<file path="src/rtl/gcd_arbiter_if.sv">
// Requester and engine-side bus of gcd_arbiter. slave is the arbiter's view,
// master the surrounding requesters plus engine.
interface gcd_arbiter_if #(parameter int NREQ = 4);
  logic [NREQ-1:0]      req;
  logic [32*NREQ-1:0]   a_flat;
  logic [32*NREQ-1:0]   b_flat;
  logic [NREQ-1:0]      gnt;
  logic [NREQ-1:0]      done;
  logic [31:0]          result;
  logic                 busy;
  logic                 eng_start;
  logic [31:0]          eng_a;
  logic [31:0]          eng_b;
  logic                 eng_ready;
  logic                 eng_done_tick;
  logic [31:0]          eng_r;

  modport slave (
    input  req, a_flat, b_flat, eng_ready, eng_done_tick, eng_r,
    output gnt, done, result, busy, eng_start, eng_a, eng_b
  );

  modport master (
    output req, a_flat, b_flat, eng_ready, eng_done_tick, eng_r,
    input  gnt, done, result, busy, eng_start, eng_a, eng_b
  );
endinterface

</file>
<file path="src/rtl/gcd_arbiter.sv">
// Round-robin front end sharing one binary GCD engine among NREQ requesters.
// Define GCD_ARB_STATS_EN to add the job_count / busy_cycles counters.

module gcd_arb_lane #(
  parameter int IDX = 0,
  parameter int PW  = 3
) (
  input  logic          req,
  input  logic [PW-1:0] ptr,
  input  logic [PW-1:0] owner,
  input  logic          gnt_en,
  input  logic          done_en,
  output logic          hi,
  output logic          lo,
  output logic          gnt,
  output logic          done_set
);
  localparam logic [PW-1:0] ID = PW'(IDX);

  // hi marks requests at or above the rotating pointer; they win over wrapped ones
  assign lo       = req;
  assign hi       = req && (ID >= ptr);
  assign gnt      = gnt_en && (owner == ID);
  assign done_set = done_en && (owner == ID);
endmodule

module gcd_arbiter #(
  parameter int NREQ = 4,
  parameter int PW   = 3
) (
  input  logic          clk,
  input  logic          reset,
  gcd_arbiter_if.slave  bus
`ifdef GCD_ARB_STATS_EN
  ,
  output logic [15:0]   job_count,
  output logic [31:0]   busy_cycles
`endif
);

  typedef enum logic [2:0] {IDLE, ISSUE, WAIT, CAPT, BYP} state_t;

  typedef struct packed {
    logic [31:0]   a;
    logic [31:0]   b;
    logic [PW-1:0] owner;
  } job_t;

  state_t                  state, state_nx;
  job_t                    job;
  logic [PW-1:0]           ptr, ptr_nx;
  logic [NREQ-1:0][31:0]   a_lane, b_lane;
  logic [NREQ-1:0]         hi, lo, gnt_l, done_set;
  logic                    gnt_en, done_en;
  logic                    found, take, byp;
  logic [PW-1:0]           win;
  logic [31:0]             win_a, win_b;
  logic [31:0]             result_q;
  logic [NREQ-1:0]         done_q;

  assign a_lane = bus.a_flat;
  assign b_lane = bus.b_flat;

  for (genvar g = 0; g < NREQ; g++) begin : g_lane
    gcd_arb_lane #(.IDX(g), .PW(PW)) u_lane (
      .req      (bus.req[g]),
      .ptr      (ptr),
      .owner    (job.owner),
      .gnt_en   (gnt_en),
      .done_en  (done_en),
      .hi       (hi[g]),
      .lo       (lo[g]),
      .gnt      (gnt_l[g]),
      .done_set (done_set[g])
    );
  end

  always_comb begin
    win   = '0;
    win_a = '0;
    win_b = '0;
    found = 1'b0;
    for (int i = 0; i < NREQ; i++) begin
      if (hi[i] && !found) begin
        found = 1'b1;
        win   = PW'(i);
        win_a = a_lane[i];
        win_b = b_lane[i];
      end
    end
    for (int i = 0; i < NREQ; i++) begin
      if (lo[i] && !found) begin
        found = 1'b1;
        win   = PW'(i);
        win_a = a_lane[i];
        win_b = b_lane[i];
      end
    end
  end

  assign take   = (|lo) && bus.eng_ready;
  // engine never terminates on a zero operand, so those jobs skip it
  assign byp    = (win_a == 32'd0) || (win_b == 32'd0);
  assign ptr_nx = (win == PW'(NREQ - 1)) ? '0 : win + PW'(1);

  always_ff @(posedge clk or posedge reset) begin
    if (reset) state <= IDLE;
    else       state <= state_nx;
  end

  always_comb begin
    state_nx = state;
    case (state)
      IDLE:    if (take) state_nx = byp ? BYP : ISSUE;
      ISSUE:   state_nx = WAIT;
      WAIT:    if (bus.eng_done_tick) state_nx = CAPT;
      CAPT:    state_nx = IDLE;
      BYP:     state_nx = IDLE;
      default: state_nx = IDLE;
    endcase
  end

  always_comb begin
    bus.eng_start = (state == ISSUE);
    gnt_en        = (state == ISSUE) || (state == BYP);
    done_en       = (state == CAPT)  || (state == BYP);
    bus.busy      = (state != IDLE);
  end

  always_ff @(posedge clk or posedge reset) begin
    if (reset) begin
      job      <= '0;
      ptr      <= '0;
      result_q <= '0;
      done_q   <= '0;
    end else begin
      done_q <= done_set;
      if (state == IDLE && take) begin
        job.a     <= win_a;
        job.b     <= win_b;
        job.owner <= win;
        ptr       <= ptr_nx;
      end
      // engine r is valid in CAPT, one cycle after its done tick
      if (state == CAPT)     result_q <= bus.eng_r;
      else if (state == BYP) result_q <= job.a | job.b;
    end
  end

  assign bus.gnt    = gnt_l;
  assign bus.done   = done_q;
  assign bus.result = result_q;
  assign bus.eng_a  = job.a;
  assign bus.eng_b  = job.b;

`ifdef GCD_ARB_STATS_EN
  always_ff @(posedge clk or posedge reset) begin
    if (reset) begin
      job_count   <= '0;
      busy_cycles <= '0;
    end else begin
      if ((|done_q) && (job_count != 16'hFFFF))          job_count   <= job_count + 16'd1;
      if ((state != IDLE) && (busy_cycles != 32'hFFFF_FFFF)) busy_cycles <= busy_cycles + 32'd1;
    end
  end
`endif

endmodule

</file>
<file path="src/flat_wrapper.sv">
// flat-port wrapper written by rule: the top's interface ports become plain ports
module gcd_arbiter_flat 
#(
  parameter int NREQ = 4,
  parameter int PW   = 3
)
  (clk, reset, bus_req, bus_a_flat, bus_b_flat, bus_eng_ready, bus_eng_done_tick, bus_eng_r, bus_gnt, bus_done, bus_result, bus_busy, bus_eng_start, bus_eng_a, bus_eng_b);
  gcd_arbiter_if #(.NREQ(NREQ)) bus_i ();
  input  logic clk;
  input  logic reset;
  input wire logic [$bits(bus_i.req)-1:0] bus_req;
  input wire logic [$bits(bus_i.a_flat)-1:0] bus_a_flat;
  input wire logic [$bits(bus_i.b_flat)-1:0] bus_b_flat;
  input wire logic [$bits(bus_i.eng_ready)-1:0] bus_eng_ready;
  input wire logic [$bits(bus_i.eng_done_tick)-1:0] bus_eng_done_tick;
  input wire logic [$bits(bus_i.eng_r)-1:0] bus_eng_r;
  output wire logic [$bits(bus_i.gnt)-1:0] bus_gnt;
  output wire logic [$bits(bus_i.done)-1:0] bus_done;
  output wire logic [$bits(bus_i.result)-1:0] bus_result;
  output wire logic [$bits(bus_i.busy)-1:0] bus_busy;
  output wire logic [$bits(bus_i.eng_start)-1:0] bus_eng_start;
  output wire logic [$bits(bus_i.eng_a)-1:0] bus_eng_a;
  output wire logic [$bits(bus_i.eng_b)-1:0] bus_eng_b;
  assign bus_i.req = bus_req;
  assign bus_i.a_flat = bus_a_flat;
  assign bus_i.b_flat = bus_b_flat;
  assign bus_i.eng_ready = bus_eng_ready;
  assign bus_i.eng_done_tick = bus_eng_done_tick;
  assign bus_i.eng_r = bus_eng_r;
  assign bus_gnt = bus_i.gnt;
  assign bus_done = bus_i.done;
  assign bus_result = bus_i.result;
  assign bus_busy = bus_i.busy;
  assign bus_eng_start = bus_i.eng_start;
  assign bus_eng_a = bus_i.eng_a;
  assign bus_eng_b = bus_i.eng_b;
  gcd_arbiter #(.NREQ(NREQ), .PW(PW)) u_core (.clk(clk), .reset(reset), .bus(bus_i));
endmodule
</file>
<file path="config.mk">
export PLATFORM = sky130hd
export DESIGN_NAME = gcd_arbiter_flat
export DESIGN_NICKNAME = d
export VERILOG_FILES = /design/src/rtl/gcd_arbiter_if.sv /design/src/rtl/gcd_arbiter.sv /design/src/flat_wrapper.sv
export SDC_FILE = /design/constraint.sdc
export NUM_CORES = 1
export LEC_CHECK = 0
export ABC_AREA = 1
export CAP_MARGIN = 5
export CORE_AREA = 2 2 154 156
export CTS_CLUSTER_SIZE = 30
export DETAILED_ROUTE_END_ITERATION = 6
export DIE_AREA = 0 0 156 158
export GPL_ROUTABILITY_DRIVEN = 0
export PLACE_DENSITY_LB_ADDON = 0.05
export SLEW_MARGIN = 0
export SYNTH_ARGS = -nofsm -noshare
export SYNTH_HDL_FRONTEND = slang
export SYNTH_SLANG_ARGS = --single-unit
export TNS_END_PERCENT = 100
</file>
<file path="constraint.sdc">
create_clock -name clk -period 9.3 [get_ports clk]
set_input_delay 2.79 -clock clk [delete_from_list [all_inputs] [get_ports clk]]
set_output_delay 2.79 -clock clk [all_outputs]
set_load 0.05 [all_outputs]
</file>
==> run metrics, run 1 <==
status complete, no violations; FF-to-FF path depth 15; crit-path most repeated cell nor2_1; buffer and inverter count on the worst path 2; clk slew on worst S/H paths 0.08 ns; Tot Pwr 3.76 mW; Seq pwr share 23.4%; Crit-path slowest cell nand3_2; Int Pwr 1.67 mW; switching power 2.09 mW; Final setup viols 0; fin. max-slew vios 0; full die area 24600 um^2; Max Cap Viol 0; top routing layer used met4; Yosys Warn Count 0; max_slew headroom 30.8%; footprint of the multi-input gates 4640 um^2; number of library cell types mapped by synthesis 25; clock latency on the worst-skew pair 0.35 ns; post-synth net total 1684; Seq/Total Area, Yosys 33.4%; CTS Buffer Depth 2; wire length on met2 16800 um; post-CTS setup buffer count 0; CTS resizes 0; number of synthesized register bits 107; crit-path max cell delay 0.58 ns; final WL 36600 um; NumNets Final 2028; Buffers on Ports 401; Avg Vias per Cell 5.01; Logic pwr share 66.5%; post-route ant nets 0; final-layout fill cell count 2345; DR iter-0 viols 905; Max H-tree Level 3; vias in the first global route 9126; Final period util 65.0%; CTS Buf Count 9; largest net degree at the start of global routing 120; first-pass GRT wire length 54300 um; HPWL after detailed placement 28700 um; Sink Count 107; WL/cell 18.0 um; RSZ-0062 raised after global routing false; Fin. Hold Viols 0; CP Class input pin to flop; initial antenna violation count 1; cell-by-cell trace of the critical path clkdlybuf4s50_1 > nand2_2 > nand3_2 > buf_4 > nor2_1 > nor2_1 > nand4_1 > nor2_1 > nand2_1 > nor2_1 > nand2_1 > nor2_1 > nand2_1 > nand2_1 > a21oi_1; final setup skew 0.00819 ns; number of remaining DRC errors 0; worst vdd ir 0.131 mV; setup TNS 0 ns; Die Ht 158 um; arrival time worst endpoint 6.27 ns; hold crit path type flop to flop; fraction of layout cells with a size suffix above 1 2.42%; routed wl met3 2980 um; routed vias 10200; global route overflow 0; CTS tree built; most frequent cells in the layout nand2_1 (537), clkdlybuf4s50_1 (401), nor2_1 (313), o21ai_0 (131), dfrtp_1 (107); wire length on met1 16100 um; Top Family by Delay on Critical Path simple AND/OR/NAND/NOR gates; Mapped Area 8010 um^2; CP max FO 44; DRT Pass-1 Iters 6; core area 23100 um^2; Lkg Pwr 5.78 nW; switching share of power 55.6%; register area 2680 um^2; clk root buf clkbuf_16; Hold Path Depth 2; hold-fix buffers at CTS 0; Req. time, crit path 9.53 ns; Die X 156 um; Setup crit end kind flop; Ports 402; min Tclk post-route 6.04 ns; Post-Synthesis Cells 1388; cell row count 56; commonest non-fill, non-tap cell in the layout nand2_1; Initial Utilization 34.8%; CP Launch Type input pin; total global-route track usage 28.8%; cell count along the critical path 15; Layout area overhead 54.9%; Clock power frac 10.1%; Fmax 165 MHz; Avg Inst Size Synth 5.77 um^2; Worst Tran Pin Value 1.04 ns; Pwr Density 303 nW/um^2
stage by stage:
stage | std cells | hold slack [ns] | util, % | instance area (um^2) | setup WS, ns
3_5_place_dp | 2011 | 0.472 | 52.6 | 12100 | 2.96
2_1_floorplan | 1388 | 0.478 | - | 8010 | 3.69
4_1_cts | 2027 | 0.490 | 53.8 | 12400 | 3.34
6_report | 2029 | 0.485 | 53.8 | 12400 | 3.26
5_1_grt | 2028 | 0.509 | 53.8 | 12400 | 2.98
3_3_place_gp | 2011 | 0.465 | 52.6 | 12100 | 3.04
cell usage after synthesis:
master    instances  area (um^2)
a21oi_1           7         35.0
buf_1             5         18.8
buf_2            19         95.1
buf_4            12         90.1
buf_6             1         11.3
clkbuf_1         41          154
clkinv_1          1         3.75
dfrtp_1         107         2680
inv_1            85          319
inv_2             4         15.0
nand2_1         538         2020
nand2_2           2         12.5
nand3_1          32          160
nand3_2           1         10.0
nand3_4           1         17.5
nand4_1          68          425
nor2_1          314         1180
nor2_2            4         25.0
nor2_4            1         11.3
nor3_1           10         50.1
o211ai_1          1         7.51
o21ai_0         131          656
o22ai_1           1         6.26
o31ai_1           1         7.51
or2_0             1         6.26
layout make-up:
class                      instances  area share [%]
antenna                            2          0.0403
timing repair buffer             411            33.0
sequential                       107            21.6
clock inverter                     5           0.373
inverter                          90            2.75
clock buffer                      11            1.96
tap                              290            2.92
multi-input combinational       1113            37.4
logic make-up after synthesis:
logic type      Yosys count  synth area share [%]
compound gates          141                  8.89
buf+inv                 168                  8.82
flops                   107                  33.4
simple gates            972                  48.9
registers in the layout, indices dropped and copies added, names as in the netlist:
register           flops
u_core.bus.eng_a      32
u_core.bus.eng_b      32
u_core.bus.result     32
u_core.bus.done        4
u_core.state           3
u_core.job             2
u_core.ptr             2
tightest hold or removal path: cells and delay by family, from the launching register on:
family,cells,cell delay [ns]
AO/OA/AOI/OAI,1,0.06
AND/OR/NAND/NOR,1,0.05
flip-flops,1,0.35
metal layers:
metal	vias up	GRT usage, %
met5	-	0
met4	0	7.12
met3	43	4.41
met2	485	46.6
met1	4604	40.5
li1	5035	-
power groups by stage:
| stage | clock (mW) | sequential (mW) | combinational (mW) |
|---|---|---|---|
| after global placement | 0 | 0.884 | 2.49 |
| after CTS | 0.388 | 0.881 | 2.50 |
| after global routing | 0.406 | 0.907 | 2.71 |
| after floorplan | 0 | 1.50 | 0.937 |
| after detailed placement | 0 | 0.889 | 2.50 |
| final | 0.379 | 0.882 | 2.50 |
final timing paths:
kind | startpoint | end | slack [ns]
worst min register to register | u_core.bus.result[0] | u_core.bus.result[0] | 0.49
worst max register to register | u_core.ptr[0] | u_core.state[0] | 5.63
max in group asynchronous | reset | u_core.bus.result[12] | 5.16
min in group asynchronous | reset | u_core.bus.result[20] | 2.90
worst max-delay path | bus_req[0] | u_core.state[0] | 3.26
worst min-delay path | u_core.bus.result[0] | u_core.bus.result[0] | 0.49
Note: power is estimated with default switching activity, not from simulation.
==> run 2, diff against run 1 <==
--- a/config.mk
+++ b/config.mk
@@ -7,10 +7,10 @@
 export LEC_CHECK = 0
 export ABC_AREA = 1
 export CAP_MARGIN = 5
-export CORE_AREA = 2 2 154 156
+export CORE_AREA = 2 2 155 157
 export CTS_CLUSTER_SIZE = 30
 export DETAILED_ROUTE_END_ITERATION = 6
-export DIE_AREA = 0 0 156 158
+export DIE_AREA = 0 0 157 159
 export GPL_ROUTABILITY_DRIVEN = 0
 export PLACE_DENSITY_LB_ADDON = 0.05
 export SLEW_MARGIN = 0
==> constraint.sdc (replaced) <==
create_clock -name clk -period 4.9 [get_ports clk]
set_input_delay 1.47 -clock clk [delete_from_list [all_inputs] [get_ports clk]]
set_output_delay 1.47 -clock clk [all_outputs]
set_load 0.05 [all_outputs]
==> run metrics, run 2 (same netlist as run 1, synthesis figures left out) <==
Setup crit end kind flop (unchanged); Lkg Pwr 5.83 nW (was 5.78 nW); met2 GRT Util 47.4% (was 46.6%); met1 usage 41.2% (was 40.5%); first-pass GRT wire length 55800 um (was 54300 um); Layout area overhead 56.8% (was 54.9%); CTS Buffer Depth 2 (unchanged); most frequent cells in the layout nand2_1 (537), clkdlybuf4s50_1 (401), nor2_1 (313), o21ai_0 (131), dfrtp_1 (107) (unchanged); CTS Buf Count 9 (unchanged); total global-route track usage 29.0% (was 28.8%); clk slew on worst S/H paths 0.08 ns (about the same); Worst Tran Pin Value 0.989 ns (was 1.04 ns); Final period util 80.6%; CP Class input pin to flop (unchanged); Buffers on Ports 401 (unchanged); GR peak layer met2 (unchanged); Final setup viols 0 (unchanged); Sink Count 107 (unchanged); FF-to-FF path depth 15 (unchanged); footprint of the multi-input gates 4640 um^2 (unchanged); routed vias 10300 (was 10200); WL/cell 17.9 um (was 18.0 um); initial antenna violation count 2 (was 1); Req. time, crit path 5.12 ns (was 9.53 ns); NumNets Final 2031 (was 2028); cell row count 56 (unchanged); final WL 37000 um (was 36600 um); fin. max-slew vios 0 (unchanged); Max H-tree Level 3 (unchanged); arrival time worst endpoint 4.17 ns (was 6.27 ns); CP Launch Type input pin (unchanged); setup TNS 0 ns (unchanged); full die area 25000 um^2 (was 24600 um^2); Die X 157 um (was 156 um); clock latency on the worst-skew pair 0.35 ns (about the same); Reg-to-Reg End u_core.state[0] (unchanged); Initial Utilization 34.5% (was 34.8%); Pwr Density 571 nW/um^2 (was 303 nW/um^2); vias in the first global route 9531 (was 9126); worst vdd ir 0.266 mV (was 0.131 mV); commonest non-fill, non-tap cell in the layout nand2_1 (unchanged); Fmax 253 MHz; post-route ant nets 0 (unchanged); Avg Vias per Cell 4.97 (was 5.01); reg2reg setup slack 1.97 ns (was 5.63 ns); final-layout fill cell count 2330 (was 2345); DRT Pass-1 Iters 6 (unchanged); Ports 402 (unchanged); hold crit path type flop to flop (unchanged); RSZ-0062 raised after global routing false (unchanged); hold-fix buffers at CTS 0 (unchanged); CTS resizes 0 (unchanged); Fin. Hold Viols 0 (unchanged); final setup skew 0.00879 ns (was 0.00819 ns); Min Hold Slack 0.484 ns (was 0.485 ns); global route overflow 0 (unchanged); R2R Path Start u_core.ptr[1] (was u_core.ptr[0]); DR iter-0 viols 965 (was 905); Die Ht 159 um (was 158 um); number of remaining DRC errors 0 (unchanged); largest net degree at the start of global routing 136 (was 120); CTS tree built (unchanged); fraction of layout cells with a size suffix above 1 2.70% (was 2.42%); register area 2680 um^2 (unchanged); max_slew headroom 33.8% (was 30.8%); M3 GR Usage 3.13% (was 4.41%); core area 23200 um^2 (was 23100 um^2); CP max FO 27 (was 44); HPWL after detailed placement 29600 um (was 28700 um); Max Cap Viol 0 (unchanged); Setup crit start bus_req[0] (unchanged); post-CTS setup buffer count 0 (unchanged); min Tclk post-route 3.95 ns; status complete, no violations (unchanged); Setup crit end u_core.state[0] (unchanged); clk root buf clkbuf_16 (unchanged)
[run 2: critical path, stage by stage]
cell,delay [ns]
clkdlybuf4s50_1,0.56
nand2_2,0.18
nand3_4,0.16
nor2_2,0.07
inv_2,0.37
buf_12,0.25
nor2_1,0.06
nor2_1,0.40
nand2_1,0.11
nor2_1,0.11
nand2_1,0.10
nor2_1,0.10
nand2_1,0.08
nand2_1,0.07
a21oi_1,0.06
[run 2: worst min path at each step]
stage	slack, ns	end	startpoint	cells past startpoint
finish	0.48	u_core.bus.result[10]	u_core.bus.result[10]	2
global route	0.52	u_core.bus.result[31]	u_core.bus.result[31]	2
CTS	0.49	u_core.bus.result[10]	u_core.bus.result[10]	2
detailed placement	0.47	u_core.bus.result[10]	u_core.bus.result[10]	2
global placement	0.46	u_core.bus.result[17]	u_core.bus.result[17]	2
floorplan	0.48	u_core.bus.done[0]	u_core.job[0]	1
[run 2: report_power, final]
part | leakage (nW) | switching, mW | total, mW | internal (mW)
Clock | 0.147 | 0.358 | 0.718 | 0.360
Sequential | 1.34 | 0.385 | 1.67 | 1.29
Combinational | 4.34 | 3.24 | 4.78 | 1.54
Total | 5.83 | 3.98 | 7.17 | 3.19
[run 2: per-stage QoR]
step	total power, mW	instances	util, %	area (um^2)	setup WS (ns)
floorplan	4.62	1388	-	8010	0.613
global route	7.67	2061	54.2	12600	0.794
detailed placement	6.46	2043	52.9	12300	0.609
CTS	7.19	2059	54.1	12600	0.966
finish	7.17	2061	54.2	12600	0.953
global placement	6.44	2043	52.9	12300	0.652
[run 2: metal layers]
metal	up-vias	routed length [um]	part of all wire [%]
li1	5058	-	-
met1	4574	16000	43
met2	577	17200	46
met3	44	3200	8.7
met4	0	552	1.5
met5	-	0	0
[run 2: area by class of cell]
| cell class | count | area share, % |
|---|---|---|
| Multi-Input combinational cell | 1113 | 37.0 |
| Timing Repair Buffer | 414 | 33.4 |
| Sequential cell | 107 | 21.3 |
| Tap cell | 319 | 3.18 |
| Inverter | 90 | 2.72 |
| Clock buffer | 9 | 1.79 |
| Clock inverter | 7 | 0.558 |
| Antenna cell | 2 | 0.0398 |
